--- src/rtl/store_buffer.sv ---
// Posted-write store buffer: in-order FIFO between MEM stage and data memory.
// Ports: st_* push side, ld_* load probe/stall, mem_* shared memory port.
module store_buffer #(
  parameter int DEPTH  = 4,
  parameter int ADDR_W = 9
) (
  input  logic        clk,
  input  logic        rst,
  input  logic        st_valid,
  input  logic [31:0] st_addr,
  input  logic [31:0] st_data,
  input  logic [1:0]  st_strobe,
  output logic        st_ready,
  input  logic        ld_valid,
  input  logic [31:0] ld_addr,
  input  logic [1:0]  ld_strobe,
  output logic        ld_stall,
  output logic        empty,
  output logic [31:0] mem_addr,
  output logic [31:0] mem_wdata,
  output logic [1:0]  mem_strobe,
  output logic        mem_wen
);

  localparam int PTR_W = $clog2(DEPTH);
  localparam logic [PTR_W:0] FULL = (PTR_W+1)'(DEPTH);

  logic [31:0]      addr_q   [DEPTH];
  logic [31:0]      addr_d   [DEPTH];
  logic [31:0]      data_q   [DEPTH];
  logic [31:0]      data_d   [DEPTH];
  logic [1:0]       strobe_q [DEPTH];
  logic [1:0]       strobe_d [DEPTH];
  logic [DEPTH-1:0] valid_q, valid_d;
  logic [PTR_W-1:0] head_q, head_d;
  logic [PTR_W-1:0] tail_q, tail_d;
  logic [PTR_W:0]   count_q, count_d;

  logic hit;
  logic ld_go;
  logic push;
  logic pop;

  assign st_ready = (count_q < FULL);
  assign empty    = (count_q == '0);

  // Only already-stored entries are compared; a same-cycle push is not.
  always_comb begin
    hit = 1'b0;
    for (int i = 0; i < DEPTH; i++) begin
      if (valid_q[i] &&
          addr_q[i][ADDR_W-1:0] == ld_addr[ADDR_W-1:0])
        hit = 1'b1;
    end
  end

  assign ld_stall = ld_valid && hit;
  assign ld_go    = ld_valid && !ld_stall;
  // A stalled load does not own the port, so draining always progresses.
  assign pop      = !ld_go && !empty;
  assign push     = st_valid && st_ready;

  always_comb begin
    mem_addr   = ld_addr;
    mem_strobe = ld_strobe;
    mem_wdata  = 32'h0;
    mem_wen    = 1'b0;
    if (pop) begin
      mem_addr   = addr_q[head_q];
      mem_strobe = strobe_q[head_q];
      mem_wdata  = data_q[head_q];
      mem_wen    = 1'b1;
    end
  end

  always_comb begin
    addr_d   = addr_q;
    data_d   = data_q;
    strobe_d = strobe_q;
    valid_d  = valid_q;
    head_d   = head_q;
    tail_d   = tail_q;
    count_d  = count_q;
    if (pop) begin
      valid_d[head_q] = 1'b0;
      head_d          = head_q + PTR_W'(1);
    end
    if (push) begin
      addr_d[tail_q]   = st_addr;
      data_d[tail_q]   = st_data;
      strobe_d[tail_q] = st_strobe;
      valid_d[tail_q]  = 1'b1;
      tail_d           = tail_q + PTR_W'(1);
    end
    unique case ({push, pop})
      2'b10:   count_d = count_q + (PTR_W+1)'(1);
      2'b01:   count_d = count_q - (PTR_W+1)'(1);
      default: count_d = count_q;
    endcase
  end

  always_ff @(posedge clk) begin
    if (rst) begin
      valid_q <= '0;
      head_q  <= '0;
      tail_q  <= '0;
      count_q <= '0;
    end else begin
      valid_q <= valid_d;
      head_q  <= head_d;
      tail_q  <= tail_d;
      count_q <= count_d;
    end
  end

  // Payload needs no reset: valid bits gate every use.
  always_ff @(posedge clk) begin
    addr_q   <= addr_d;
    data_q   <= data_d;
    strobe_q <= strobe_d;
  end

endmodule

--- config.mk ---
export PLATFORM = sky130hd
export DESIGN_NAME = store_buffer
export DESIGN_NICKNAME = d
export VERILOG_FILES = /design/src/rtl/store_buffer.sv
export SDC_FILE = /design/constraint.sdc
export NUM_CORES = 1
export LEC_CHECK = 0
export CAP_MARGIN = 40
export CELL_PAD_IN_SITES_DETAIL_PLACEMENT = 0
export CELL_PAD_IN_SITES_GLOBAL_PLACEMENT = 1
export CORE_MARGIN = 4
export CORE_UTILIZATION = 46
export CTS_BUF_LIST = sky130_fd_sc_hd__clkbuf_16
export DETAILED_ROUTE_END_ITERATION = 12
export PLACE_DENSITY = 0.76
export SYNTH_ARGS = -nofsm -noshare
export SYNTH_HDL_FRONTEND = slang
export SYNTH_SLANG_ARGS = --single-unit
--- constraint.sdc ---
create_clock -name clk -period 4.05 [get_ports clk]
set_clock_uncertainty 0.05 [all_clocks]
set_input_delay 0.405 -clock clk [delete_from_list [all_inputs] [get_ports clk]]
set_output_delay 0.405 -clock clk [all_outputs]
set_load 0.01 [all_outputs]
# ---- Word level (Yosys, flattened, before mapping)
# Index checks and enable logic that the tools add are counted.
dict set report word_totals {
  ff_bits 275
  input_bits 104
  word_cells 86
  output_inout_bits 70
}
dict set report op_classes {
  n_reduce_logical 16
  n_addsub 4
  order_cmp 8
  muxes 31
  eq_ne 6
  bitwise 5
}
# operator count
set ops {}
lappend ops {{$bwmux 128} 2}
lappend ops {{$mux 32} 7}
lappend ops {{$bmux 32 s2} 2}
lappend ops {{$demux 32 s2} 1}
lappend ops {{$eq 9x9->1} 4}
lappend ops {{$logic_and 1x1->1} 11}
lappend ops {{$bwmux 8} 1}
lappend ops {{$mux 2} 4}
lappend ops {{$mux 4} 2}
lappend ops {{$mux 1} 7}
lappend ops {{$ge 3x3->1 const B} 2}
lappend ops {{$lt 2x3->1 const B} 2}
lappend ops {{$not 2->3} 2}
lappend ops {{$pmux 3 s2} 1}
lappend ops {{$add 2x1->2 const B} 2}
lappend ops {{$and 4x4->4} 1}
lappend ops {{$bmux 2 s2} 1}
lappend ops {{$demux 1 s2} 2}
lappend ops {{$demux 2 s2} 1}
lappend ops {{$ge 2x1->1 const B} 2}
lappend ops {{$not 4->4} 1}
lappend ops {{$or 4x4->4} 1}
lappend ops {{$add 3x1->3 const B} 1}
lappend ops {{$logic_not 1->1} 3}
lappend ops {{other kinds (7)} 7}

# ---- Logic depth before layout (Yosys ltp)
dict set report logic_depth {
  depth_word 14
  ltp_mapped 14
}

# ---- Worst setup path before layout
# Ideal clock, no wire load.
dict set report synth_path {
  path_kind {in2reg}
  start {in ld_addr[1]}
  end {reg count_q[2]}
  n_path_buf 3
  path_stages 14
  t_arrival_ns 2.930
  slack_ns 1.000
  cell_sequence {buf_2 -> xor2_1 -> nor4_1 -> nand4_1 -> and4_1 -> buf_6 -> a21oi_4 -> buf_2 -> ha_1 -> inv_1 -> fa_1 -> xor2_1 -> or3_1 -> a21oi_1}
}
dict set report synth_via {
  elab_chain_cells 13
  word_cells_on_any_way 21
  cone_classes {eq/ne (6); mux (5); reduce/logical (10)}
}
# element line_no
set synth_rtl {}
lappend synth_rtl {{start, declared} 15} ;# input logic [31:0] ld_addr,
lappend synth_rtl {{$eq 9x9->1} 52} ;# addr_q[i][ADDR_W-1:0] == ld_addr[ADDR_W-1:0])
lappend synth_rtl {{$logic_and 1x1->1} 51} ;# if (valid_q[i] &&
lappend synth_rtl {{$mux 1 (3 in a row)} 51}
lappend synth_rtl {{$mux 1 (*)} 51}
lappend synth_rtl {{$logic_and 1x1->1 (*)} 57} ;# assign ld_stall = ld_valid && hit;
lappend synth_rtl {{$logic_not 1->1 (*)} 58} ;# assign ld_go = ld_valid && !ld_stall;
lappend synth_rtl {{$logic_and 1x1->1 (*)} 58}
lappend synth_rtl {{$logic_not 1->1 (*)} 60} ;# assign pop = !ld_go && !empty;
lappend synth_rtl {{$logic_and 1x1->1 (*)} 60}
lappend synth_rtl {{$eq 2x1->1 or $eq 2x2->1 (tied branches)} 95} ;# unique case ({push, pop})
lappend synth_rtl {{$pmux 3 s2 or $reduce_bool 2->1 (tied branches)} n/a}
lappend synth_rtl {{end signal, assigned} 112} ;# count_q <= count_d;
lappend synth_rtl {{end, declared} 37} ;# logic [PTR_W:0] count_q, count_d;
# Every way passes the cells marked *; elsewhere a longest branch is shown, timed or not.
# A chain may end at the register's enable or synchronous reset.

# ---- Worst setup path after layout
dict set report layout_path {
  start {in ld_addr[6]}
  end {out mem_strobe[1]}
}
dict set report layout_via {
  elab_chain_cells 12
  word_cells_on_any_way 18
  cone_classes {eq/ne (4); mux (5); reduce/logical (9)}
}
# element line_no
set layout_rtl {}
lappend layout_rtl {{$eq 9x9->1} 52}
lappend layout_rtl {{$logic_and 1x1->1} 51}
lappend layout_rtl {{$mux 1 (3 in a row)} 51}
lappend layout_rtl {{$mux 1 (*)} 51}
lappend layout_rtl {{$logic_and 1x1->1 (*)} 57}
lappend layout_rtl {{$logic_not 1->1 (*)} 58}
lappend layout_rtl {{$logic_and 1x1->1 (*)} 58}
lappend layout_rtl {{$logic_not 1->1 (*)} 60}
lappend layout_rtl {{$logic_and 1x1->1 (*)} 60}
lappend layout_rtl {{$mux 2 (*)} 68} ;# if (pop) begin
lappend layout_rtl {{end, declared} 21} ;# output logic [1:0] mem_strobe,
# Marks and branches as above.

==> flow_summary.ini <==
[synthesis]
syn_nets = 671
synth_xor_area_frac = 0.0304
synth_mux_area_frac = 0.166
synth_top_cell_by_area = edfxtp_1
synth_area_per_cell_sq_um = 20.2
synth_top_area_frac = 0.706
synth_top_family_by_area = multiplexers
ys_top_cells_by_area = edfxtp_1 71%, mux4_2 13%, mux2_2 2.7%
ys_ff_latch = 275
synthAdderAreaFrac = 0.0118
ys_seq_area_frac = 0.725
synthSimpleGateAreaFrac = 0.0385
netlist_area_sq_mm = 0.0112
synth_compound_area_frac = 0.00824
syn-instance-count = 557
yosys_warnings = 0
synth_cell_types = 33

[clock_network]
clkLatencyLatePin_ns = 0.52
ctsHtreeMaxLevel = 1
root_buffer = clkbuf_16
hold_buffers = 0
clockBufferDepth = 3
clk_pin_slew_ns = 0.06
clock_sinks = 275
cts_tree = built
postCtsSetupBuffers = 0
cts_buffers = 28

[final_layout]
fin_nets = 850
finalNonFillerCells = 1073
final_common_cell = edfxtp_1
fin_area_sq_mm = 0.0142
drive_gt1_frac = 0.195
layout_common_cells = 264 x edfxtp_1, 173 x clkdlybuf4s50_1, 66 x mux4_2, 34 x xor2_1, 32 x and2_1
area_growth_pct = 26.7
num_antenna_cells = 0

[route]
drc = 0
via_per_inst = 5.32
vias = 5704
drt-total-wl_um = 22300
firstDrtPassIters = 4
drt-wirelength-per-cell_um = 20.8
final_antenna_net_count = 0
drtIter0Drc = 346

[die]
core-area_sq_mm = 0.0238
die_w_um = 164
start_util = 0.473
row_count = 56
dieArea_sq_mm = 0.0270
ios = 174
die_h_um = 164

[status]
outcome = completed

[placed_design]
port-buffer-count = 173
routabilityCongestion = 0.888
dp_cells = 1025
place_area_sq_mm = 0.0134
place_hpwl_um = 14400
pre_cts_slack_ns = 0.171

[sta]
holdWs_ns = 0.464
tns_ns = 0
setup_viol = 0
fin_crit_ns = 3.81
rsz0062_at_grt = no
fin_ws_ns = 0.240
tightest_slew_ns = 0.639
fmaxAchievable_mhz = 262
slew_headroom = 0.573
hold_viol = 0
drv_slew = 0
finalCritPeriodShare = 0.941

[setup_path]
startpoint_type = input pin
worstPathMaxFanout = 42
critPathKind = in2out
endpoint_kind = output port
worstPathRequired_ns = 3.60
worstPathArrival_ns = 3.35

[job]
cap_violations = 0

[grt]
grt_pass1_wl_um = 34500
grt_max_degree = 43
grt_usage = 0.164
grt_pass1_vias = 6158
grt-ovfl-total = 0
antenna_found_initial = 1

[pwr]
leakagePower_nw = 4.60
peakVddDrop_mv = 0.399
pwr_density_cell_mw_per_mm2 = 590

[min_path]
min_path_type = in2reg
per-stage QoR:
stage	util	power (mW)
final	0.599	8.40
after global routing	0.599	8.82
after CTS	0.599	8.54
after detailed placement	0.564	6.23
after global placement	0.564	6.16
after floorplan	-	5.18
final timing paths:
path                                   from       endpoint  slack, ns  cells past startpoint
worst max-delay path             ld_addr[6]  mem_strobe[1]       0.24                      9
worst min-delay path            st_data[23]    data_q[119]       0.46                      1
worst max register to register   addr_q[69]     count_q[2]       0.88                     12
worst min register to register   count_q[1]     count_q[1]       0.47                      2
synth_stat cells:
cell type and instances:
nor2b_1 2, or4_1 1, a21oi_4 1, dfxtp_1 11
nor2_1 14, mux4_2 66, o21ai_0 1, a21oi_1 3
buf_2 12, buf_6 3, buf_1 1, clkbuf_1 18
xnor2_1 5, nand2_1 2, nand3_1 1, or3_1 1
nor3_1 1, a311oi_1 4, mux2_1 7, fa_1 1
edfxtp_1 264, inv_1 10, a31oi_1 2, nor4_1 9
xor2_1 34, and4_1 1, nand4_1 6, o311ai_0 1
mux2_2 27, ha_1 9, nor4b_1 1, buf_4 2
and2_1 36
power breakdown:
part	switching (mW)	internal [mW]	total, mW
registers	0.189	3.49	3.68
logic	1.05	1.38	2.43
clock network	0.975	1.31	2.29
total	2.22	6.18	8.40
area by class of cell:
cell class / count / area (sq um)
Multi-Input combinational cell: 236 / 2890
Clock inverter: 18 / 75.1
Tap cell: 319 / 399
Timing Repair Buffer: 185 / 1930
Sequential cell: 275 / 8160
Fill cell: 1711 / 9520
Clock buffer: 30 / 751
Inverter: 10 / 37.5
registers in the layout, indices dropped and copies added, names as in the netlist:
signal / cells
addr_q: 128
count_q: 3
data_q: 128
head_q: 2
strobe_q: 8
tail_q: 2
valid_q: 4
repair_timing:
action	in CTS	in global routing
endpoints found under the setup margin	0	49
hold endpoints to repair	0	0
gates resized for setup	0	1
per-layer routing:
| layer | part of all wire | global-route usage | wire (um) |
|---|---|---|---|
| met1 | 0.43 | 0.228 | 9490 |
| met2 | 0.50 | 0.271 | 11200 |
| met3 | 0.057 | 0.0349 | 1280 |
| met4 | 0.015 | 0.0358 | 323 |
| met5 | 0.00058 | 0 | 13 |
critical path, cell delays in order:
cell and delay, ns:
clkdlybuf4s50_1 0.56, xor2_1 0.23, nor4_2 0.34, nand4_1 0.13
and4_1 0.31, a21oi_4 0.22, buf_12 0.24, mux2_2 0.37
clkdlybuf4s50_1 0.49
cells by family after synthesis:
| family | count (synthesis) |
|---|---|
| buffers and inverters | 46 |
| AO/OA/AOI/OAI | 12 |
| adder cells (fa/ha/maj) | 10 |
| AND/OR/NAND/NOR | 75 |
| XOR/XNOR | 39 |
| flip-flops | 275 |
| multiplexers | 100 |
No activity file was read; power rests on OpenSTA's default activity.
